`src/rtl/load_store_unit.sv`:
```
// load_store_unit: issues one req/ack data-memory access per request and returns the extended load result.
// Optional misaligned-access trap when LSU_MISALIGN_TRAP_EN is defined.
//   state | meaning
//   IDLE  | waiting for dMemRead/dMemWrite
//   REQ   | memReq asserted, waiting for memAck or timeout
//   DONE  | one-cycle lsuDone pulse with lsuErr
module load_store_unit #(
  parameter int XLEN           = 32,
  parameter int TIMEOUT_CYCLES = 16
) (
  input  logic            clk,
  input  logic            rst,
  input  logic            dMemRead,
  input  logic            dMemWrite,
  input  logic [2:0]      funct3,
  input  logic [XLEN-1:0] addr,
  input  logic [XLEN-1:0] storeData,
  output logic            memReq,
  output logic            memWe,
  output logic [XLEN-1:0] memAddr,
  output logic [XLEN-1:0] memWdata,
  output logic [3:0]      memBe,
  input  logic            memAck,
  input  logic [XLEN-1:0] memRdata,
  output logic [XLEN-1:0] loadData,
  output logic            lsuBusy,
  output logic            lsuDone,
  output logic [1:0]      lsuErr
);
  localparam int CW = (TIMEOUT_CYCLES > 1) ? $clog2(TIMEOUT_CYCLES) : 1;

  typedef enum logic [1:0] {IDLE, REQ, DONE} lsuState_t;
  lsuState_t state, stateNext;

  logic [2:0]      f3Q;
  logic [1:0]      offQ;
  logic [CW-1:0]   waitCnt;
  logic [1:0]      errQ, errNext;
  logic            acceptReq, captureLoad, errLoad;
  logic            isByte, isHalf, misaligned, timeoutHit;
  logic [7:0]      rdByte;
  logic [15:0]     rdHalf;
  logic [XLEN-1:0] rdExt;

  // Stores only know 000/001 as narrow sizes; loads also accept the unsigned 1xx variants.
  always_comb begin
    isByte = dMemWrite ? (funct3 == 3'b000) : (funct3[1:0] == 2'b00);
    isHalf = dMemWrite ? (funct3 == 3'b001) : (funct3[1:0] == 2'b01);
`ifdef LSU_MISALIGN_TRAP_EN
    misaligned = isHalf ? addr[0] : (!isByte && (addr[1:0] != 2'b00));
`else
    misaligned = 1'b0;
`endif
  end

  always_comb begin
    rdByte = memRdata[{offQ, 3'b000} +: 8];
    rdHalf = offQ[1] ? memRdata[31:16] : memRdata[15:0];
    case (f3Q[1:0])
      2'b00:   rdExt = {{(XLEN-8){rdByte[7] & ~f3Q[2]}}, rdByte};
      2'b01:   rdExt = {{(XLEN-16){rdHalf[15] & ~f3Q[2]}}, rdHalf};
      default: rdExt = memRdata;
    endcase
  end

  assign timeoutHit = (TIMEOUT_CYCLES != 0) && (waitCnt == CW'(TIMEOUT_CYCLES - 1));

  always_ff @(posedge clk or negedge rst) begin
    if (!rst) state <= IDLE;
    else      state <= stateNext;
  end

  always_comb begin
    stateNext   = state;
    acceptReq   = 1'b0;
    captureLoad = 1'b0;
    errLoad     = 1'b0;
    errNext     = 2'b00;
    case (state)
      IDLE: begin
        if (dMemWrite || dMemRead) begin
          errLoad = 1'b1;
          if (misaligned) begin
            errNext   = 2'b10;
            stateNext = DONE;
          end else begin
            acceptReq = 1'b1;
            stateNext = REQ;
          end
        end
      end
      REQ: begin
        if (memAck) begin
          captureLoad = !memWe;
          errLoad     = 1'b1;
          stateNext   = DONE;
        end else if (timeoutHit) begin
          errNext   = 2'b01;
          errLoad   = 1'b1;
          stateNext = DONE;
        end
      end
      DONE:    stateNext = IDLE;
      default: stateNext = IDLE;
    endcase
  end

  assign memReq  = (state == REQ);
  assign lsuBusy = (state != IDLE);
  assign lsuDone = (state == DONE);
  assign lsuErr  = lsuDone ? errQ : 2'b00;

  always_ff @(posedge clk or negedge rst) begin
    if (!rst) begin
      memWe    <= 1'b0;
      memAddr  <= '0;
      memWdata <= '0;
      memBe    <= 4'b0000;
      f3Q      <= 3'b000;
      offQ     <= 2'b00;
      errQ     <= 2'b00;
      loadData <= '0;
      waitCnt  <= '0;
    end else begin
      if (acceptReq) begin
        memWe   <= dMemWrite;
        memAddr <= {addr[XLEN-1:2], 2'b00};
        f3Q     <= funct3;
        offQ    <= addr[1:0];
        if (!dMemWrite) begin
          memBe    <= 4'b1111;
          memWdata <= '0;
        end else if (isByte) begin
          memBe    <= 4'b0001 << addr[1:0];
          memWdata <= {4{storeData[7:0]}};
        end else if (isHalf) begin
          memBe    <= addr[1] ? 4'b1100 : 4'b0011;
          memWdata <= {2{storeData[15:0]}};
        end else begin
          memBe    <= 4'b1111;
          memWdata <= storeData;
        end
      end
      if (errLoad)     errQ     <= errNext;
      if (captureLoad) loadData <= rdExt;
      if ((state == REQ) && !memAck) waitCnt <= waitCnt + 1'b1;
      else                           waitCnt <= '0;
    end
  end

endmodule
```
`config.mk`:
```
export PLATFORM = sky130hd
export DESIGN_NAME = load_store_unit
export DESIGN_NICKNAME = d
export VERILOG_FILES = /design/src/rtl/load_store_unit.sv
export SDC_FILE = /design/constraint.sdc
export NUM_CORES = 1
export LEC_CHECK = 0
export ABC_AREA = 1
export CAP_MARGIN = 20
export CORE_UTILIZATION = 44
export CTS_CLUSTER_DIAMETER = 120
export DETAILED_ROUTE_END_ITERATION = 12
export MAX_ROUTING_LAYER = met4
export PLACE_DENSITY = 0.81
export SYNTH_ARGS = -nofsm -noshare
export SYNTH_HDL_FRONTEND = slang
export SYNTH_SLANG_ARGS = --single-unit
```
`constraint.sdc`:
```
create_clock -name clk -period 1.6 [get_ports clk]
set_input_delay 0.24 -clock clk [delete_from_list [all_inputs] [get_ports clk]]
set_output_delay 0.24 -clock clk [all_outputs]
set_load 0.02 [all_outputs]
```
==> results of run 1 <==
==> metrics by stage <==
stage	cells	cell area, um2	utilization (%)	setup slack (ns)	hold WS (ns)
CTS	1036	7890	68.8	0.00186	0.418
global placement	1019	7560	65.9	-0.101	0.239
global route	1037	7960	69.4	-0.0333	0.433
floorplan	678	5220	-	0.341	-0.0556
detailed placement	1019	7560	65.9	-0.172	0.243
finish	1037	7960	69.4	0.0105	0.412
==> final cells by class <==
class | count | area, um2
clock inverters | 4 | 77.6
fillers | 927 | 3510
inverters | 36 | 141
clock buffers | 12 | 246
repair buffers | 234 | 2400
multi-input cells | 497 | 2140
well taps | 143 | 179
flip-flops and latches | 111 | 2780
==> path summary, 6_finish.rpt <==
| path | from | to | slack [ns] | cells after the start |
|---|---|---|---|---|
| setup / recovery | memAddr[29] | memAddr[29] | 0.01 | 1 |
| hold / removal | rst | loadData[0] | 0.41 | 3 |
| setup reg to reg | state[1] | loadData[27] | 0.13 | 8 |
| hold reg to reg | waitCnt[0] | waitCnt[0] | 0.47 | 1 |
| max in group asynchronous | rst | offQ[1] | 0.79 | 3 |
| min in group clk | addr[27] | memAddr[27] | 0.42 | 3 |
==> state kept, by name, indices dropped and copies added (netlist names) <==
| signal | count |
|---|---|
| memWdata | 32 |
| state | 2 |
| memAddr | 30 |
| memBe | 4 |
| waitCnt | 4 |
| offQ | 2 |
| errQ | 1 |
| loadData | 32 |
| f3Q | 3 |
| memWe | 1 |
==> routing by layer <==
layer | GRT usage [%] | wire, um | vias to the layer above
li1 | - | - | 2525
met1 | 34.9 | 6580 | 2431
met2 | 42.0 | 7330 | 230
met3 | 5.52 | 1270 | 31
met4 | 9.33 | 351 | 0
met5 | - | 0 | -
==> kinds of logic after synthesis <==
kind of cell             count (synthesis)  synth area share [%]
XOR/XNOR                                 1                 0.168
other                                    1                0.0719
AND/OR/NAND/NOR                        384                  29.6
adder cells (fa/ha/maj)                  1                 0.240
AO/OA/AOI/OAI                          108                  10.5
flip-flops                             111                  53.3
buffers and inverters                   70                  6.17
==> repair_timing <==
item	in CTS	in global routing
pin swaps	0	1
hold endpoints to repair	111	0
gates cloned	0	0
gates resized for setup	10	29
hold buffers	1	0
setup buffers	0	1
endpoints found under the setup margin	9	61
==> power by group <==
| part | internal [mW] | total, mW | switching (mW) |
|---|---|---|---|
| logic | 3.52 | 8.09 | 4.57 |
| clock network | 1.43 | 2.43 | 1.01 |
| registers | 4.07 | 4.86 | 0.792 |
==> placed cells by master, fill, tap and decap left out, types with 3 or more instances in the layout <==
cell type,instances
a21oi_1,58
buf_12,7
buf_4,21
clkbuf_16,9
clkdlybuf4s50_1,175
conb_1,3
dfrtp_1,110
dlygate4sd2_1,5
dlymetal6s2s_1,23
inv_1,29
inv_2,4
nand2_1,304
nand2_2,4
nand3_1,16
nor2_1,45
o21ai_0,35
o21ai_1,13
or2_2,5
==> results.toml, run 1 <==
[synth]
ys_async_sr_fraction_pct = 100
yosysUniqueCellTypes = 29
synth_top_cell_by_area = "dfrtp_1"
syn-cell-area_mm2 = 0.00522
synthMostInstantiatedCell = "nand2_1"
synth.avg_cell_area_um2 = 7.71
syn_inst = 676
seq_area_frac_synth_pct = 53.3
yosysWarnings = 0
netlist_top_cells_area = "dfrtp_1, nand2_1, a21oi_1"
synthFlopType = "dfrtp_1"
synth_seq_cells = 111
yosysTopAreaCellShare_pct = 53.3
synth_common_cells = "nand2_1, dfrtp_1, a21oi_1"
synth_edf_count = 0

[sta]
fmax_mhz = 629
max_slew_margin_pct = 61.8
period_minus_slack_ns = 1.59
fin_setup_tns_ns = 0
setup_viol = 0
finalHoldViolCount = 0
finalCritPeriodShare_pct = 99.3
finalMaxSlewViolations = 0
fin_skew_ns = 0.00407
worstMarginPinSlew_ns = 0.571

[critical_path]
path_class = "register to output port"
worstPathMaxFanout = 2
max_stage_delay_ns = 0.64
critical_path.top_delay_family = "buffers and inverters"
crit_arrival_ns = 1.35
timing.critical_path.buf_inv = 1
crit_chain = "clkdlybuf4s50_1"
end_kind = "output port"
start_kind = "register"
critPathRequiredTime_ns = 1.36
cp_slowest_cell = "clkdlybuf4s50_1"

[die]
start_util_pct = 45.5
core_area_mm2 = 0.0115
row_count = 39
fp.dieW_um = 111
fp.dieH_um = 111
ioPinCount = 210
dieArea_mm2 = 0.0123

[finish]
syn_to_final_growth_pct = 52.6
insertedDiodeCount = 0
fin_nets = 994
drive_above_1_share_pct = 7.83

[global_routing]
antenna_found_initial = 0
grt_overflow = 0
grt_pass1_wl_um = 25600
grt_pass1_vias = 5148
grt_usage_pct = 26.9
grt_max_degree = 73

[routing]
detail-route-antenna-nets = 0
routed_wl_um = 15500
wl_per_cell_um = 15.0
detail_route.vias_per_cell = 5.03
drt_drc_violations_left = 0
dr_total_vias = 5217
drt_first_iter_violations = 376
first_pass_iters = 5

[clock_network]
clockBufferDepth = 2
ctsHtreeMaxLevel = 3
cts_root_buffer = "clkbuf_16"
cts.sinks = 111
clk_pin_slew_ns = 0.07
cts_tree = "built"
cts_buffers = 9
clock_latency_ns = 0.34

[power]
power_density_mw_per_mm2 = 1930
peakVddDrop_mv = 1.26
leakagePower_nw = 4.11
total_power_mw = 15.4

[flow_run]
max-cap-violations = 0

[placement]
port_buffers = 206
gp_congestion = 0.876
hpwl_um = 11000

[min_path]
worstHoldPathType = "input pin to asynchronous set/reset pin"

[run_status]
status = "complete, no violations"
Note: power is estimated with default switching activity, not from simulation.
==> run 2: changes to the inputs <==
Settings changed: CTS_CLUSTER_DIAMETER 120 to unset, PLACE_DENSITY 0.81 to 0.82.
==> run 2 against run 1 <==
Compared with the run above:
- final cell count is essentially flat
- non-clock buffer count up 2
- critical endpoint is now memWdata[17]
- clock power fell by 8.6%
- first-iteration DRC count down 13%
- hold slack lost 0.023 ns
- utilization decreased by 0.39 points
- maximum frequency up 0.77%
- design area decreased by 0.57%
- power down 1.6%
- routed wire length fell by 2.7%
- sequential cell count is the same
- critical path depth did not move
==> results.toml, run 2 (same netlist as run 1, synthesis figures left out) <==
[sta]
worstMarginPinSlew_ns = 0.533
finalHoldViolCount = 0
setup_viol = 0
finalMaxSlewViolations = 0
max_slew_margin_pct = 64.3
fin_skew_ns = 0.00836
rsz0062_at_grt = "no"
period_minus_slack_ns = 1.58
fmax_mhz = 634
finalCritPeriodShare_pct = 98.6
timing.final.ws_setup_ns = 0.0226

[power]
switching_share_pct = 41.6
peakVddDrop_mv = 1.09
p_sw_mw = 6.30
clkPwrFrac_pct = 14.7
seq_power_share_pct = 32.0
comb_power_share_pct = 53.3
leakagePower_nw = 4.04
internal-power_mw = 8.84
power_density_mw_per_mm2 = 1910
total_power_mw = 15.1

[clock_network]
clk_pin_slew_ns = 0.07
cts_buffers = 9
ctsHtreeMaxLevel = 3
clockBufferDepth = 2
cts_root_buffer = "clkbuf_16"
cts_tree = "built"
cts.sinks = 111
clock_latency_ns = 0.34

[routing]
drt_first_iter_violations = 327
dr_total_vias = 5169
wl_per_cell_um = 14.6
detail-route-antenna-nets = 0
detail_route.vias_per_cell = 4.98
first_pass_iters = 5
drt_drc_violations_left = 0
routed_wl_um = 15100

[critical_path]
crit_chain = "clkdlybuf4s50_1"
critPathRequiredTime_ns = 1.36
max_stage_delay_ns = 0.65
start_kind = "register"
end_kind = "output port"
timing.critical_path.buf_inv = 1
critical_path.top_delay_family = "buffers and inverters"
path_class = "register to output port"
crit_arrival_ns = 1.34
cp_slowest_cell = "clkdlybuf4s50_1"
worstPathMaxFanout = 2

[finish]
mostFrequentLayoutCells = "nand2_1, clkdlybuf4s50_1, dfrtp_1, a21oi_1, nor2_1"
insertedDiodeCount = 0
top_regs = "loadData (32), memWdata (32), memAddr (30)"
fin_nets = 996
drive_above_1_share_pct = 7.82
syn_to_final_growth_pct = 51.8
fin_cells = 1038
layout_commonest_cell = "nand2_1"

[die]
dieArea_mm2 = 0.0123
ioPinCount = 210
fp.dieW_um = 111
row_count = 39
core_area_mm2 = 0.0115
fp.dieH_um = 111
start_util_pct = 45.5

[min_path]
worstHoldPathType = "input pin to asynchronous set/reset pin"

[global_routing]
grt_pass1_vias = 4977
grt_pass1_wl_um = 24600
grt_usage_pct = 25.9
grt_overflow = 0
antenna_found_initial = 0
grt_max_degree = 43

[run_status]
status = "complete, no violations"

[placement]
hpwl_um = 11100
dp_slack_ns = -0.162
port_buffers = 206
gp_congestion = 0.923
placedCellCount = 1022

[flow_run]
max-cap-violations = 0
-- run 2: routing by layer --
layer  GRT usage, %  part of all wire (%)  up-vias
li1               -                     -     2534
met1           32.9                    42     2376
met2           40.6                    47      234
met3           6.34                   8.2       25
met4           9.16                   2.1        0
met5              -                     0        -
-- run 2: worst paths after layout --
path / startpoint / to / slack [ns] / cells past startpoint
worst max-delay path: memWdata[17] / memWdata[17] / 0.02 / 1
worst max register to register: state[1] / loadData[23] / 0.12 / 8
worst min register to register: waitCnt[0] / waitCnt[0] / 0.47 / 1
worst min-delay path: rst / waitCnt[0] / 0.39 / 2
min in group clk: addr[5] / memAddr[5] / 0.42 / 3
max in group asynchronous: rst / memAddr[16] / 0.66 / 3
-- run 2: area by class of cell --
type / count / area, um2
clock buffers: 12 / 246
clock inverters: 3 / 43.8
fillers: 917 / 3550
inverters: 36 / 141
multi-input cells: 497 / 2140
flip-flops and latches: 111 / 2780
well taps: 143 / 179
repair buffers: 236 / 2390
-- run 2: per-stage QoR --
step	instance area [um2]	utilization (%)	hold slack, ns	setup TNS (ns)
2_1_floorplan	5220	-	-0.0556	0
3_3_place_gp	7580	66.1	0.203	-4.10
3_5_place_dp	7580	66.1	0.210	-5.55
4_1_cts	7880	68.7	0.402	0
5_1_grt	7920	69.0	0.443	0
6_report	7920	69.0	0.389	0
-- run 2: power groups by stage --
| stage | registers (mW) | logic [mW] | clock network, mW |
|---|---|---|---|
| after floorplan | 6.17 | 3.03 | 0 |
| after global placement | 4.86 | 8.04 | 0 |
| after detailed placement | 4.86 | 8.15 | 0 |
| after CTS | 4.86 | 8.17 | 2.27 |
| after global routing | 5.00 | 8.77 | 2.37 |
| final | 4.85 | 8.06 | 2.22 |
-- run 2: repair_timing --
| action | CTS | global route |
|---|---|---|
| endpoints found under the hold margin | 27 | 0 |
| pin swaps | 0 | 1 |
| gates resized for setup | 8 | 23 |
| hold buffers | 1 | 0 |
| endpoints found under the setup margin | 5 | 25 |
| setup buffers | 0 | 0 |
